[config.mk]
export PLATFORM = sky130hd
export DESIGN_NAME = insn_encoder
export DESIGN_NICKNAME = d
export VERILOG_FILES = /design/src/rtl/insn_encoder.sv
export SDC_FILE = /design/constraint.sdc
export NUM_CORES = 1
export LEC_CHECK = 0
export BUFFER_PORTS_ARGS = -buffer_cell sky130_fd_sc_hd__buf_2
export CAP_MARGIN = 20
export CORE_MARGIN = 2
export CORE_UTILIZATION = 50
export CTS_CLUSTER_DIAMETER = 30
export DETAILED_ROUTE_END_ITERATION = 10
export PLACE_DENSITY = 0.82
export SLEW_MARGIN = 20
export SYNTH_ARGS = -nofsm -noshare
export SYNTH_HDL_FRONTEND = slang
export SYNTH_SLANG_ARGS = --single-unit
export TNS_END_PERCENT = 50
[constraint.sdc]
create_clock -name clk -period 3 [get_ports clk]
set_input_delay 0.15 -clock clk [delete_from_list [all_inputs] [get_ports clk]]
set_output_delay 0.15 -clock clk [all_outputs]
set_load 0.1 [all_outputs]
[src/rtl/insn_encoder.sv]
// RVV instruction encoder: packs a decoded field bundle into a 32-bit instruction
// word and queues it in a small FIFO; illegal bundles are dropped with an err pulse.
module insn_encoder #(
  parameter int INSN_WIDTH = 32,
  parameter int DEPTH      = 4
) (
  input  logic                     clk,
  input  logic                     rst,
  input  logic                     in_valid,
  output logic                     in_ready,
  input  logic [2:0]               fmt,
  input  logic [4:0]               dest,
  input  logic [4:0]               src_1,
  input  logic [4:0]               src_2,
  input  logic [2:0]               opcode_mnr,
  input  logic [2:0]               width,
  input  logic [1:0]               mop,
  input  logic                     mew,
  input  logic [2:0]               nf,
  input  logic                     vm,
  input  logic [5:0]               funct6,
  input  logic [10:0]              zimm_11,
  input  logic [9:0]               zimm_10,
  output logic [INSN_WIDTH-1:0]    insn_out,
  output logic                     out_valid,
  input  logic                     out_ready,
  output logic [$clog2(DEPTH):0]   count,
  output logic                     err
);
  localparam int AW = $clog2(DEPTH);
  localparam logic [AW:0] FULL = (AW+1)'(DEPTH);
  localparam logic [6:0] OP_V  = 7'b1010111;
  localparam logic [6:0] OP_LD = 7'b0000111;
  localparam logic [6:0] OP_ST = 7'b0100111;

  typedef struct packed {
    logic                  legal;
    logic [INSN_WIDTH-1:0] word;
  } enc_t;

  enc_t enc;
  logic [INSN_WIDTH-1:0] mem [DEPTH];
  logic [AW-1:0] wptr, rptr;
  logic accept, push, pop;

  always_comb begin
    enc.legal = 1'b1;
    enc.word  = '0;
    case (fmt)
      3'd0: begin
        enc.word  = {funct6, vm, src_2, src_1, opcode_mnr, dest, OP_V};
        enc.legal = (opcode_mnr != 3'b111);  // funct3=111 belongs to vset*
      end
      3'd1: enc.word = {1'b0, zimm_11, src_1, 3'b111, dest, OP_V};
      3'd2: enc.word = {2'b11, zimm_10, src_1, 3'b111, dest, OP_V};
      3'd3: enc.word = {7'b1000000, src_2, src_1, 3'b111, dest, OP_V};
      3'd4: enc.word = {nf, mew, mop, vm, src_2, src_1, width, dest, OP_LD};
      3'd5: enc.word = {nf, mew, mop, vm, src_2, src_1, width, dest, OP_ST};
      default: enc.legal = 1'b0;
    endcase
  end

  assign in_ready  = (count < FULL);
  assign out_valid = (count != '0);
  assign accept    = in_valid && in_ready;
  assign push      = accept && enc.legal;
  assign pop       = out_valid && out_ready;
  assign insn_out  = out_valid ? mem[rptr] : '0;

  // Storage needs no reset: entries are only visible through count/out_valid.
  always_ff @(posedge clk) begin
    if (push) mem[wptr] <= enc.word;
  end

  always_ff @(posedge clk or negedge rst) begin
    if (!rst) begin
      wptr  <= '0;
      rptr  <= '0;
      count <= '0;
      err   <= 1'b0;
    end else begin
      err <= accept && !enc.legal;
      if (push) wptr <= wptr + AW'(1);
      if (pop)  rptr <= rptr + AW'(1);
      case ({push, pop})
        2'b10:   count <= count + (AW+1)'(1);
        2'b01:   count <= count - (AW+1)'(1);
        default: count <= count;
      endcase
    end
  end
endmodule
==> impl_metrics.yaml <==
worst_hold_path:
  worstHoldPathType: "primary input to flop"
  hp-start: "dest[2]"
yosys:
  syn_avg_cell_area_um2: 17.2
  synth_nets: 376
  synth_most_common_cell: "edfxtp_1"
  yosysSeqAreaShare: 0.674
  synth_edf_count: 112
  synth.area.top_cells: "edfxtp_1 64%, mux4_2 12%, and2_1 5.2%"
  synth-main-ff-cell: "edfxtp_1"
  synth_top_area_frac: 0.636
  ys_ff_latch: 120
  yosysTopAreaCell: "edfxtp_1"
  ys_warn_count: 0
  syn_area_um2: 5290
  synth_async_sr_flop_share: 0.0667
  syn_inst: 308
  synth.distinct_cells: 38
  synthTopCellsByCount: "112 x edfxtp_1, 44 x and2_1, 28 x mux4_2"
die:
  die_h_um: 107
  rows: 37
  start_util: 0.515
  core_area_um2: 10300
  die_x_um: 107
  ioPinCount: 100
  dieArea_um2: 11400
cells_and_area:
  area_growth_pct: 23.0
  fin_nets: 487
  diodes: 0
  drive_above_1_share: 0.401
timing:
  fin_crit_sh: 0.790
  fin_worst_skew_ns: 0.00897
  finalHoldViolCount: 0
  setup_tns_ns: 0
  setup_viol_count_final: 0
  fmax_mhz: 422
  max_slew_margin: 0.527
  slew_violations: 0
  rsz0062_at_grt: "no"
  period_minus_slack_ns: 2.37
  worst_pin_slew_ns: 0.702
worst_setup_path:
  r2r-start: "count[0]"
  crit_start: "rptr[0]"
  required_ns: 2.85
  crit_path_end_kind: "primary output"
  cp_cell_sequence: "buf_4 -> mux4_2 -> and2_1 -> buf_2"
  cp-start-kind: "flop"
  crit_buf_inv: 2
  crit_arrival_ns: 2.22
  slowest_delay_ns: 0.55
  crit_family: "buffers and inverters"
  slowest_stage: "mux4_2"
  path_class: "flop to primary output"
  cp_max_fo: 15
global_routing:
  track_usage: 0.200
  grt_pass1_vias: 3192
  antenna_found_initial: 0
  grt_pass1_wl_mm: 16.6
  grt_max_degree: 32
  grt_overflow: 0
clock_tree:
  clkLatencyLatePin_ns: 0.51
  cts_made_buffers: 17
  clkTransAtPathRegs_ns: 0.05
  cts_root_buf: "clkbuf_8"
  cts_htree_levels: 4
  cts_max_path_buffers: 2
  cts.sinks: 120
  cts_tree: "yes"
route:
  drc: 0
  wirelength_mm: 10.5
  antenna_left: 0
  first_pass_iters: 4
  drt_iter0_drc: 94
  vias_per_cell: 5.35
  dr_total_vias: 3036
  wl_per_cell_um: 18.5
placement:
  place_hpwl_mm: 6.53
  routabilityCongestion: 0.738
  io_buffer_count: 98
outcome:
  status: "finished clean"
job:
  drv_cap: 0
==> cell type report <==
cell class | count | area [um2]
clock inverters | 14 | 158
flip-flops and latches | 120 | 3560
multi-input cells | 158 | 1550
well taps | 136 | 170
inverters | 10 | 37.5
clock buffers | 17 | 414
repair buffers | 112 | 611
fillers | 757 | 3770
==> per-layer routing <==
| layer | routed length, um | global-route usage | vias up | part of all wire |
|---|---|---|---|---|
| met5 | 0 | 0 | - | 0 |
| met4 | 89 | 0.0566 | 0 | 0.0085 |
| met3 | 638 | 0.0663 | 8 | 0.061 |
| met2 | 5300 | 0.335 | 116 | 0.50 |
| met1 | 4490 | 0.249 | 1512 | 0.43 |
| li1 | - | - | 1400 | - |
==> worst paths after layout <==
path | endpoint | slack [ns] | cells after the start
setup / recovery | insn_out[4] | 0.63 | 4
hold / removal | mem[1][9] | 0.006 | 2
setup reg to reg | count[2] | 0.83 | 8
hold reg to reg | count[0] | 0.56 | 1
max in group asynchronous | rptr[0] | 2.79 | 2
min in group asynchronous | count[2] | 0.02 | 2
==> worst register-to-register path: stages (launching register included) <==
cell,delay (ns)
dfrtp_1,0.42
or3_4,0.57
and2_1,0.27
ha_1,0.21
inv_1,0.08
fa_1,0.18
xor2_1,0.15
nor2_1,0.06
xnor2_1,0.13
==> flip-flops by register name (all words and copies together), names as in the netlist <==
register	flops
err	1
mem	112
rptr	2
wptr	2
count	3
==> per-stage QoR <==
| step | hold WS [ns] | std cells | util | instance area (um2) | setup WS, ns |
|---|---|---|---|---|---|
| final | 0.00595 | 567 | 0.633 | 6510 | 0.631 |
| after global routing | 0.00805 | 567 | 0.633 | 6510 | 0.521 |
| after CTS | 0.000678 | 567 | 0.633 | 6510 | 0.592 |
| after detailed placement | 0.00540 | 530 | 0.572 | 5880 | 0.838 |
| after global placement | -0.00109 | 530 | 0.572 | 5880 | 0.947 |
| after floorplan | -0.146 | 308 | - | 5290 | 0.183 |
==> kinds of logic after synthesis <==
group	synth area share
flops	0.674
compound gates	0.0286
other cells	0.000709
mux	0.149
buf+inv	0.0329
xor+xnor	0.00993
simple gates	0.0892
fa+ha+maj	0.0156
==> cells in the final DEF (no fill, tap or decap), drive strengths merged, types with 3 or more instances in the layout <==
cell type    Yosys  layout
o21ai           10      10
nor3             5       5
mux2i           10      10
dlygate4sd3      0       6
nand3            5       5
o221ai           5       5
nor2b            3       3
mux2             5       5
clkinvlp         0       3
inv             10      11
clkinv           0       7
ha               5       5
dfrtp            8       8
nand2           10      10
clkbuf           5      17
mux4            28      28
xnor2            4       4
buf             15     106
and2            44      44
edfxtp         112     112
nor2             3       3
bufinv           0       3
nand3b           5       5
==> what timing repair did <==
| item | 4_1_cts | 5_1_grt |
|---|---|---|
| resized for setup | 0 | 0 |
| setup buffers | 0 | 0 |
| endpoints found under the hold margin | 19 | 0 |
| hold buffers | 6 | 0 |
Power is not shown: default switching activity piles up to over one toggle a cycle in this logic, so the estimate is an artifact.
